## src/rtl/add_pkg.sv

```systemverilog
// Shared types for the round-robin adder sequencer: datapath widths,
// FSM encoding and the latched operand record.
package add_pkg;

    localparam int ADD_W = 64;
    localparam int BLK_W = 8;

    typedef enum logic [1:0] {
        IDLE = 2'd0,
        CALC = 2'd1,
        RESP = 2'd2
    } state_e;

    typedef struct packed {
        logic [ADD_W-1:0] a;
        logic [ADD_W-1:0] b;
        logic             cin;
    } add_op_t;

endpackage

```

## src/rtl/add_csel64.sv

```systemverilog
// Carry-select adder, 8-bit blocks: each block precomputes both carry-in
// cases and the ripple of block carries picks one.
module add_csel64
    import add_pkg::*;
#(
    parameter int W  = ADD_W,
    parameter int BW = BLK_W
) (
    input  logic [W-1:0] a,
    input  logic [W-1:0] b,
    input  logic         cin,
    output logic [W-1:0] sum,
    output logic         cout
);

    localparam int NB = W / BW;

    logic [NB:0]        c;
    logic [NB-1:0][BW:0] s0;
    logic [NB-1:0][BW:0] s1;

    assign c[0] = cin;

    for (genvar i = 0; i < NB; i++) begin : g_blk
        assign s0[i] = {1'b0, a[i*BW +: BW]} + {1'b0, b[i*BW +: BW]};
        assign s1[i] = {1'b0, a[i*BW +: BW]} + {1'b0, b[i*BW +: BW]} + (BW+1)'(1);
        assign sum[i*BW +: BW] = c[i] ? s1[i][BW-1:0] : s0[i][BW-1:0];
        assign c[i+1]          = c[i] ? s1[i][BW]     : s0[i][BW];
    end

    assign cout = c[NB];

endmodule

```

## src/rtl/add_rr_arb.sv

```systemverilog
// Combinational round-robin grant: first valid requester at or after rr_ptr,
// wrapping modulo NREQ. Produces a one-hot grant and its index.
module add_rr_arb #(
    parameter int NREQ = 4,
    parameter int IDW  = $clog2(NREQ)
) (
    input  logic [NREQ-1:0] req_valid,
    input  logic [IDW-1:0]  rr_ptr,
    output logic [NREQ-1:0] grant,
    output logic [IDW-1:0]  grant_idx,
    output logic            any_valid
);

    int             pos;
    logic [IDW-1:0] idx;

    always_comb begin
        grant     = '0;
        grant_idx = '0;
        any_valid = 1'b0;
        pos       = 0;
        idx       = '0;
        for (int k = 0; k < NREQ; k++) begin
            // Candidate position k steps after the pointer, wrapped.
            pos = (int'(rr_ptr) + k) % NREQ;
            idx = IDW'(pos);
            if (!any_valid && req_valid[idx]) begin
                any_valid  = 1'b1;
                grant[idx] = 1'b1;
                grant_idx  = idx;
            end
        end
    end

endmodule

```

## src/rtl/add_rr_arbiter.sv

```systemverilog
// Shares one carry-select adder among NREQ requesters: round-robin accept,
// one registered add, tagged response held until consumed.
module add_rr_arbiter
    import add_pkg::*;
#(
    parameter int NREQ  = 4,
    parameter int IDW   = $clog2(NREQ),
    parameter int CNT_W = 32
) (
    input  logic                        clk,
    input  logic                        rst,
    input  logic [NREQ-1:0]             req_valid,
    output logic [NREQ-1:0]             req_ready,
    input  logic [NREQ-1:0][ADD_W-1:0]  req_a,
    input  logic [NREQ-1:0][ADD_W-1:0]  req_b,
    input  logic [NREQ-1:0]             req_cin,
    output logic                        rsp_valid,
    input  logic                        rsp_ready,
    output logic [IDW-1:0]              rsp_id,
    output logic [ADD_W-1:0]            rsp_sum,
    output logic                        rsp_cout,
    output logic                        busy,
    output logic [CNT_W-1:0]            op_count
);

    state_e           state_q, state_d;
    logic [IDW-1:0]   rr_ptr_q, rr_ptr_d;
    add_op_t          op_q, op_d;
    logic [IDW-1:0]   op_id_q, op_id_d;
    logic             rsp_valid_q, rsp_valid_d;
    logic [IDW-1:0]   rsp_id_q, rsp_id_d;
    logic [ADD_W-1:0] rsp_sum_q, rsp_sum_d;
    logic             rsp_cout_q, rsp_cout_d;
    logic [CNT_W-1:0] op_count_q, op_count_d;

    logic [NREQ-1:0]  grant;
    logic [IDW-1:0]   grant_idx;
    logic             any_valid;
    logic             accept_ok;
    logic             xfer;
    logic             rsp_hs;
    logic [ADD_W-1:0] sum_w;
    logic             cout_w;

    add_rr_arb #(
        .NREQ (NREQ),
        .IDW  (IDW)
    ) u_arb (
        .req_valid (req_valid),
        .rr_ptr    (rr_ptr_q),
        .grant     (grant),
        .grant_idx (grant_idx),
        .any_valid (any_valid)
    );

    add_csel64 u_add (
        .a    (op_q.a),
        .b    (op_q.b),
        .cin  (op_q.cin),
        .sum  (sum_w),
        .cout (cout_w)
    );

    // A slot opens when idle, or when the held response drains this cycle.
    assign accept_ok = (state_q == IDLE) || (state_q == RESP && rsp_ready);
    assign xfer      = accept_ok && any_valid;
    assign rsp_hs    = rsp_valid_q && rsp_ready;

    always_ff @(posedge clk) begin
        if (rst) state_q <= IDLE;
        else     state_q <= state_d;
    end

    always_comb begin
        state_d = state_q;
        case (state_q)
            IDLE:    if (xfer) state_d = CALC;
            CALC:    state_d = RESP;
            RESP:    if (rsp_ready) state_d = xfer ? CALC : IDLE;
            default: state_d = IDLE;
        endcase
    end

    always_comb begin
        req_ready   = accept_ok ? grant : '0;
        busy        = (state_q == CALC) || (state_q == RESP);

        rr_ptr_d    = rr_ptr_q;
        op_d        = op_q;
        op_id_d     = op_id_q;
        rsp_valid_d = rsp_valid_q;
        rsp_id_d    = rsp_id_q;
        rsp_sum_d   = rsp_sum_q;
        rsp_cout_d  = rsp_cout_q;
        op_count_d  = op_count_q;

        if (xfer) begin
            op_d.a   = req_a[grant_idx];
            op_d.b   = req_b[grant_idx];
            op_d.cin = req_cin[grant_idx];
            op_id_d  = grant_idx;
            rr_ptr_d = (grant_idx == IDW'(NREQ-1)) ? '0 : grant_idx + 1'b1;
        end

        if (state_q == CALC) begin
            rsp_valid_d = 1'b1;
            rsp_id_d    = op_id_q;
            rsp_sum_d   = sum_w;
            rsp_cout_d  = cout_w;
        end else if (state_q == RESP && rsp_ready) begin
            rsp_valid_d = 1'b0;
        end

        if (rsp_hs && op_count_q != '1)
            op_count_d = op_count_q + 1'b1;
    end

    always_ff @(posedge clk) begin
        if (rst) begin
            rr_ptr_q    <= '0;
            op_q        <= '0;
            op_id_q     <= '0;
            rsp_valid_q <= 1'b0;
            rsp_id_q    <= '0;
            rsp_sum_q   <= '0;
            rsp_cout_q  <= 1'b0;
            op_count_q  <= '0;
        end else begin
            rr_ptr_q    <= rr_ptr_d;
            op_q        <= op_d;
            op_id_q     <= op_id_d;
            rsp_valid_q <= rsp_valid_d;
            rsp_id_q    <= rsp_id_d;
            rsp_sum_q   <= rsp_sum_d;
            rsp_cout_q  <= rsp_cout_d;
            op_count_q  <= op_count_d;
        end
    end

    assign rsp_valid = rsp_valid_q;
    assign rsp_id    = rsp_id_q;
    assign rsp_sum   = rsp_sum_q;
    assign rsp_cout  = rsp_cout_q;
    assign op_count  = op_count_q;

endmodule

```

## config.mk

```make
export PLATFORM = sky130hd
export DESIGN_NAME = add_rr_arbiter
export DESIGN_NICKNAME = d
export VERILOG_FILES = /design/src/rtl/add_pkg.sv /design/src/rtl/add_csel64.sv /design/src/rtl/add_rr_arb.sv /design/src/rtl/add_rr_arbiter.sv
export SDC_FILE = /design/constraint.sdc
export NUM_CORES = 1
export LEC_CHECK = 0
export ABC_AREA = 1
export CELL_PAD_IN_SITES_DETAIL_PLACEMENT = 0
export CELL_PAD_IN_SITES_GLOBAL_PLACEMENT = 1
export CORE_AREA = 2 2 241 243
export CTS_CLUSTER_DIAMETER = 50
export CTS_CLUSTER_SIZE = 24
export DETAILED_ROUTE_END_ITERATION = 7
export DIE_AREA = 0 0 243 245
export HOLD_SLACK_MARGIN = 0.02
export PLACE_DENSITY_LB_ADDON = 0.1
export SLEW_MARGIN = 5
export SYNTH_ARGS = -nofsm -noshare
export SYNTH_HDL_FRONTEND = slang
export SYNTH_SLANG_ARGS = --single-unit
```

## constraint.sdc

```tcl
create_clock -name clk -period 4.2 [get_ports clk]
set_input_delay 0.84 -clock clk [delete_from_list [all_inputs] [get_ports clk]]
set_output_delay 0.84 -clock clk [all_outputs]
set_load 0.02 [all_outputs]
```

Word level (Yosys, flattened, before mapping)
Cells that the tools add are included.
Storage, ports and cells
  bits in registers: 235
  ROM bits: 0
  memories kept: 0
  input port bits: 523
  word-level logic and storage cells: 127
  output and inout bits: 105
  bits in writable memories: 0
  bits in latches: 0
Cells by class
  shift-type cells: 0
  bitwise operators: 3
  muxes and demuxes: 58
  add/subtract/negate cells: 21
  $lt $le $gt $ge: 9
  multipliers: 0
  reductions and logical operators: 19
  divide/modulo/power cells: 0
  equal/unequal tests: 6
Operators by type and width (count)
  binary-select mux 64 bit (select 2 bit): 2
  2-to-1 mux 64 bit: 2
  adder 8 x 8 -> 9 bit: 8
  adder 9 x 1 -> 9 bit, second input constant: 8
  2-to-1 mux 8 bit: 8
  adder 32 x 1 -> 32 bit, second input constant: 1
  inequality test 32 bit, second input constant: 1
  2-to-1 mux 1 bit: 24
  2-to-1 mux 4 bit: 5
  less-than comparator 2 x 3 -> 1 bit, second input constant: 5
  2-to-1 mux 2 bit: 7
  OR 4 bit: 3
  logical AND 1 bit: 11
  binary-select mux 1 bit (select 2 bit): 5
  demux 1 bit (select 2 bit): 4
  greater-or-equal comparator 2 x 1 -> 1 bit, second input constant: 4
  case mux 2 bit (3 select lines): 1
  adder 2 x 1 -> 2 bit, second input constant: 2
  adder 2 bit, second input constant: 2
  == test 2 bit, second input constant: 2
  inequality test 2 bit, second input constant: 2
  zero test 1 bit: 3
  == test 2 x 1 -> 1 bit, second input constant: 1
  zero test 2 bit: 1
  other kinds (3): 4

Logic depth before layout (Yosys ltp)
  depth in word-level cells: 16
  gate-level depth with buffers: 27
  depth with buffers taken out: 27

Cells and area by module
A second synthesis with hierarchy kept.
Second synthesis, totals
  cell total of the unflattened synthesis: 2760
  area, all modules: 17396.7 um^2
By module, submodules not included
  add_rr_arbiter: instances 1, area an instance 12502.0 um^2, cells each 1964
  add_csel64: instances 1, area an instance 4464.3 um^2, cells each 722
  add_rr_arb: instances 1, area an instance 430.4 um^2, cells each 74

Worst setup path before layout
Ideal clock, no wire load.
  path kind: register -> register
  from: register op_q[1] (netlist bit)
  to: register rsp_sum_q[54] (netlist: rsp_sum[54])
  stages on the path, launching flop included: 25
  buffers on the path: 0
  data arrival time: 3012 ps
  slack: 1075 ps
  cells stage by stage: dfxtp_1 > ha_1 > fa_1 > ha_1 > nand2_1 > nor2_1 > nand3_2 > nor2_4 > nand2_1 > nand2_2 > nand2_4 > nand2_4 > nand2_4 > nand2_4 > nand3_1 > nand3_4 > nand2_8 > nand2_4 > nand2_4 > inv_6 > nand2_1 > nand2_1 > nand2_1 > o21ai_1 > inv_1
Between the ends
  cells in the longest elaborated chain, start to end: 9
RTL lines
  start, declared: RTL line add_rr_arbiter.sv:28  | add_op_t op_q, op_d;
  start signal, assigned: RTL line add_rr_arbiter.sv:130  | op_q <= op_d;
  adder 8 x 8 -> 9 bit *: RTL line add_csel64.sv:25, add_csel64.sv:26
  adder 9 x 1 -> 9 bit: RTL line add_csel64.sv:26  | assign s1[i] = {1'b0, a[i*BW +: BW]} + {1'b0, b[i*BW +: BW]} + (BW+1)'(1);
  2-to-1 mux 1 bit * (6 in a row): RTL line add_csel64.sv:28  | assign c[i+1] = c[i] ? s1[i][BW] : s0[i][BW];
  2-to-1 mux 8 bit *: RTL line add_csel64.sv:27  | assign sum[i*BW +: BW] = c[i] ? s1[i][BW-1:0] : s0[i][BW-1:0];
  end signal, assigned: RTL line add_rr_arbiter.sv:134  | rsp_sum_q <= rsp_sum_d;
  end, declared: RTL line add_rr_arbiter.sv:32  | logic [ADD_W-1:0] rsp_sum_q, rsp_sum_d;
Mark *: on every way between the ends. The rest lies on a longest branch, timed or not.
A chain may end at the register's enable or synchronous reset.

==> run summary <==
Number of flops mapped to enable cells by yosys: 0
CP startpoint kind: register
Via-to-Cell Ratio: 4.80
Leak: 11.7 nW
Post-DP HPWL: 52.3 mm
Worst setup path class: reg -> out
CP required: 3360 ps
Most common flop cell mapped by yosys: dfxtp_1
Share of post-route cells with drive strength above 1: 5.36%
Avg WL per Cell: 16.2 µm
Setup TNS: 0 ps
Max stage delay on crit path: 530 ps
Design area: 26000 µm²
Inserted Clock Buffers: 39
Deepest clock path buffer count: 3
Routed Antenna Nets: 0
Initial antenna violation count: 0
Clock Pin Slew Worst Setup and Hold Paths: 50 ps
Asr flop ratio synth: 0%
Clock Sink Count: 235
Clock Latency Late Sink: 560 ps
Worst Tran Pin Value: 1100 ps
P_int: 0.0115 W
Postcts setup bufs: 0
Mean Syn Cell Area: 6.33 µm²
Die width: 243 µm
TritonCTS clock tree: yes
Starting DRT DRC Count: 909
IO buf count: 627
Drc violations: 0
Final core utilization: 45.7%
Most used cell, CP: nor2_1
Post-synthesis cell count: 2762
Cell Area, Placed: 24700 µm²
Max Cap Viol: 0
Antenna cells: 0
Grt ovf: 0
Final hold violation count: 0
Max VDD drop: 808 µV
Power consumption: 0.0237 W
Synth cell types: 55
Hold Buf Count CTS: 0
Seq/Total Area, Yosys: 26.9%
Pre-CTS setup slack: 182 ps
CP Capture Type: output port
Via count: 19800
Starting Density: 30.7%
Post-cts gate resize count: 2
Yosys Warn Count: 0
Tmin final: 4000 ps
Fin crit share: 95.3%
Worst path slowest cell: clkdlybuf4s50_1
Largest net degree at the start of global routing: 121
CP Max Fanout: 12
Gpl congestion: 0.912
Drt total wl: 66.8 mm
First-pass GRT wire length: 104 mm
Post-Synthesis Cell Area: 17500 µm²
Final setup viols: 0
Hold WC Path Type: reg -> reg
Outcome: finished clean
Switching part of the total: 51.5%
Pins over their slew limit: 0
CP Data Arrival Time: 3160 ps
Die area: 59500 µm²
Vias in the first global route: 19200
RSZ-0062 raised after global routing: false
Final Skew: 26.2 ps
Relative slew margins: 26.6%
Layout area overhead: 48.9%
Total track usage: 21.7%
Row count: 88
Clock root buffer: clkbuf_16
Post-Syn Nets: 3378
Worst Slack Setup Final: 198 ps
Nets@finish: 3946
Sequential power share: 15.4%
Switching power: 0.0122 W
Die height: 245 µm
H-tree levels: 2
Power Density: 909 nW/µm²
Synth Register Bits: 235
Clk pwr share: 14.4%
First-pass DRT Iterations: 5
Combinational share of power: 70.2%
Worst-path cell chain: inv_2, ha_2, nor2_1, a21oi_2, nor2_1, inv_1, nor2_1, a221oi_1, o21ai_0, nand2_1, inv_1, clkdlybuf4s50_1
Core Box Area: 57000 µm²
Max Fclk: 250 MHz
Top Ports: 628
==> metrics by stage <==
stage | cells | hold slack (ps)
after global routing | 4125 | 486
after floorplan | 2762 | 450
final | 4125 | 464
after global placement | 4054 | 453
after CTS | 4125 | 469
after detailed placement | 4054 | 460
==> layer usage <==
layer,GRT usage [%],wire (µm),share of wire [%],up-vias
li1,-,-,-,10200
met1,26.7,28900,43,8992
met2,38.2,32500,49,516
met3,4.30,3630,5.4,93
met4,6.26,1800,2.7,0
met5,0,0,0,-
==> cells by family after synthesis <==
logic type	synth area share, %
AO/OA/AOI/OAI	20.5
XOR/XNOR	4.16
adder cells (fa/ha/maj)	7.00
buffers and inverters	11.1
flip-flops	26.9
multiplexers	0.129
AND/OR/NAND/NOR	30.2
==> flip-flops by register name, summed over array words and instances, names as in the netlist, 2 cells and up, named ones only <==
register / flops
op_id_q: 2
rsp_sum: 64
rsp_id: 2
op_q: 129
state_q: 2
op_count: 32
==> cell type report <==
cell class                      count  area (µm²)
Inverter                          339        1290
Clock buffer                       45        1010
Sequential cell                   235        4710
Multi-Input combinational cell   2037       10900
Fill cell                        5979       31000
Clock inverter                     26         359
Tap cell                          765         957
Timing Repair Buffer              678        6850
==> critical path, delay by kind of cell, from the launching register on <==
kind,cells,cell delay (ps)
AND/OR/NAND/NOR,4,350
buffers and inverters,4,800
flip-flops,1,430
AO/OA/AOI/OAI,3,620
adder cells (fa/ha/maj),1,420
==> Yosys cell counts (all sizes together) (8+ instances only) <==
master | count | area, µm²
nand3 | 95 | 566
nand3b | 15 | 113
xor2 | 53 | 464
o21ai | 342 | 1720
nand4 | 27 | 169
xnor2 | 30 | 263
a21oi | 86 | 430
nor3 | 32 | 170
nand2 | 261 | 1070
buf | 67 | 349
ha | 85 | 1060
clkbuf | 84 | 317
nor2 | 819 | 3090
o32ai | 129 | 1130
dfxtp | 235 | 4700
inv | 339 | 1280
fa | 8 | 160
==> layout by cell type, fill, tap and decap left out, types with 8 or more instances in the layout <==
cell type and n:
dfxtp_1 234, nor2_1 814, nand3_2 8, nor3_1 30, nand2_4 8, nand4_1 27
nand2_1 242, buf_12 15, nand2_2 9, xor2_1 53, inv_2 10, ha_1 83
nand3b_1 15, clkbuf_16 39, inv_1 326, buf_4 36, o32ai_1 129, o21ai_0 142
fa_1 8, o21ai_1 199, clkdlybuf4s50_1 626, nand3_1 83, a21oi_1 85, xnor2_1 30
==> power by group through the flow <==
| stage | Clock (W) | Combinational, W | Sequential, W |
|---|---|---|---|
| detailed placement | 0 | 0.0168 | 0.00370 |
| global placement | 0 | 0.0166 | 0.00368 |
| CTS | 0.00351 | 0.0169 | 0.00367 |
| finish | 0.00340 | 0.0166 | 0.00366 |
| global route | 0.00360 | 0.0187 | 0.00376 |
| floorplan | 0 | 0.0110 | 0.00390 |
==> final timing paths <==
| path | from | to | slack (ps) | depth (start not counted) |
|---|---|---|---|---|
| hold reg to reg | rsp_sum[59] | rsp_sum[59] | 460 | 2 |
| setup / recovery | register | req_ready[3] | 200 | 12 |
| hold / removal | rsp_sum[59] | rsp_sum[59] | 460 | 2 |
| setup reg to reg | op_q[1] | rsp_sum[60] | 640 | 21 |
No activity file was read; power rests on OpenSTA's default activity.
==> edit, RTL diff (config.mk and constraints unchanged) <==
The parameter `CNT_W` goes from 32 to 64.
--- a/src/rtl/add_rr_arbiter.sv
+++ b/src/rtl/add_rr_arbiter.sv
@@ -5,7 +5,7 @@
 #(
     parameter int NREQ  = 4,
     parameter int IDW   = $clog2(NREQ),
-    parameter int CNT_W = 32
+    parameter int CNT_W = 64
 ) (
     input  logic                        clk,
     input  logic                        rst,
Ports: changed (resized op_count); port bits go from 628 to 660. No check against the original RTL was run, so the function may have changed too.
==> edit against the original RTL <==
Worst setup slack improved by 0.0088 ns; routed wire length rose by 12%; total power fell by 7.1%; sequential power rose by 8.5%; worst hold slack barely moved; utilization rose by 3.5 points; count of clock-buffer cells in the layout rose by 4; sequential cell count rose by 32; sequential share of layout area rose by 1.0 points; synthesized area rose by 9.0%; first-iteration DRC count rose by 12%; die area did not move; final area rose by 7.6%; critical path depth fell by 1; critical endpoint unchanged; largest cell class unchanged; largest power group unchanged; highest routed layer is now met5.
==> edit: results (changes against the original RTL) <==
- Syn avg cell area: 6.277 sq um (was 6.332 sq um)
- Layout fillers: 5871 (was 5979)
- Iteration count of the initial detailed-routing pass: 7 (was 5)
- Cell area after placement: 26500 sq um (was 24670 sq um)
- Starting DRC count in detailed routing: 1016 (was 909)
- Drt via density: 4.931 (was 4.803)
- I/O Buffers: 659 (was 627)
- Status: complete, no violations (unchanged)
- Data arrival time at the worst-slack endpoint: 3.15 ns (was 3.16 ns)
- Clock tree skew after final layout: 0.01483 ns (was 0.02620 ns)
- Post-placement setup slack: 0.1900 ns (was 0.1823 ns)
- Cell total after placement: 4346 (was 4054)
- CTS buffer count: 43 (was 39)
- GR Util met2: 0.4400 (was 0.3822)
- Area growth, synth to finish: 46.96% (was 48.94%)
- List of most frequent post-synthesis cells: sky130_fd_sc_hd__nor2_1 (696), sky130_fd_sc_hd__o21ai_0 (419), sky130_fd_sc_hd__inv_1 (384), sky130_fd_sc_hd__nand2_1 (274), sky130_fd_sc_hd__dfxtp_1 (267) (was sky130_fd_sc_hd__nor2_1 (814), sky130_fd_sc_hd__inv_1 (327), sky130_fd_sc_hd__nand2_1 (243), sky130_fd_sc_hd__dfxtp_1 (235), sky130_fd_sc_hd__o21ai_1 (199))
- Total number of nets in the final design: 4243 (was 3946)
- Fraction of the yosys area taken by sequential cells: 0.2804 (was 0.2690)
- Critical path class: input port to output pin (was flip-flop to output pin)
- Worst supply voltage drop on vdd: 1.091 mV (was 0.8075 mV)
- Leakage: 12.10 nW (was 11.67 nW)
- Reg-to-reg endpoint: rsp_sum[58] (was rsp_sum[60])
- Net count after synthesis: 3654 (was 3378)
- All-Layer GR Usage: 0.2416 (was 0.2170)
- Vias in the first global route: 20.91k (was 19.16k)
- Number of distinct library cell variants in the gate-level netlist after synthesis: 49 (was 55)
- Top cells by area in the synthesized netlist: sky130_fd_sc_hd__dfxtp_1 (28%), sky130_fd_sc_hd__nor2_1 (14%), sky130_fd_sc_hd__o21ai_0 (11%) (was sky130_fd_sc_hd__dfxtp_1 (27%), sky130_fd_sc_hd__nor2_1 (17%), sky130_fd_sc_hd__inv_1 (7.0%))
- GPL Wtd Cong: 0.9482 (was 0.9124)
- Initial antenna violation count: 3 (was 0)
- Total wire length: 74860 um (was 66850 um)
- Half-perimeter wire length after detailed placement: 58610 um (was 52280 um)
- Global-route wire length before repair: 115200 um (was 104000 um)
- Pin count of the biggest net entering global routing: 135 (was 121)
- GR Util met3: 0.03543 (was 0.04297)
- Routed vias: 21.82k (was 19.81k)
- Worst-path maximum fanout: 5 (was 12)
==> edit: worst min-delay path by stage <==
stage               slack, ns           to         from  cells after the start
floorplan                0.45    rsp_id[0]   op_id_q[0]                      2
global placement         0.45   rsp_sum[9]   rsp_sum[9]                      2
detailed placement       0.46  rsp_sum[33]  rsp_sum[33]                      2
CTS                      0.47  rsp_sum[63]  rsp_sum[63]                      2
global route             0.49  rsp_sum[17]  rsp_sum[17]                      2
finish                   0.46  rsp_sum[33]  rsp_sum[33]                      2
==> edit: cell families after synthesis <==
family / count (synthesis) / synth area share
buf+inv: 548 / 0.1092
flops: 267 / 0.2804
compound gates: 788 / 0.2214
xor+xnor: 81 / 0.03721
simple gates: 1259 / 0.2869
fa+ha+maj: 94 / 0.06484
==> edit: layout make-up <==
cell class | instances | share of cell area
Multi-Input combinational cell | 2222 | 0.4170
Tap cell | 765 | 0.03416
Timing Repair Buffer | 700 | 0.2510
Clock inverter | 30 | 0.01183
Clock buffer | 49 | 0.04216
Inverter | 392 | 0.05305
Sequential cell | 267 | 0.1908
==> edit: report_power, final <==
part	switching, mW	internal [mW]
sequential	0.569	3.40
combinational	9.16	5.16
clock	1.44	2.26
==> edit: critical path, stage by stage <==
cell and delay [ns]:
sky130_fd_sc_hd__clkdlybuf4s50_1 0.47, sky130_fd_sc_hd__inv_1 0.05, sky130_fd_sc_hd__o21ai_0 0.22, sky130_fd_sc_hd__nand2_1 0.11, sky130_fd_sc_hd__nand2_1 0.18, sky130_fd_sc_hd__inv_1 0.12
sky130_fd_sc_hd__nand2_1 0.10, sky130_fd_sc_hd__inv_1 0.08, sky130_fd_sc_hd__a221oi_1 0.27, sky130_fd_sc_hd__a21boi_0 0.15, sky130_fd_sc_hd__clkdlybuf4s50_1 0.56
==> edit: metal layers <==
layer	up-vias	wire, um
met2	523	37450
met1	9982	32260
met4	4	1902
met3	91	3212
li1	11220	-
met5	-	27
==> edit: timing repair <==
| item | CTS | global route |
|---|---|---|
| setup buffers | 0 | 0 |
| gates resized for setup | 0 | 3 |
| endpoints found under the setup margin | 0 | 4 |
| endpoints found under the hold margin | 0 | 0 |
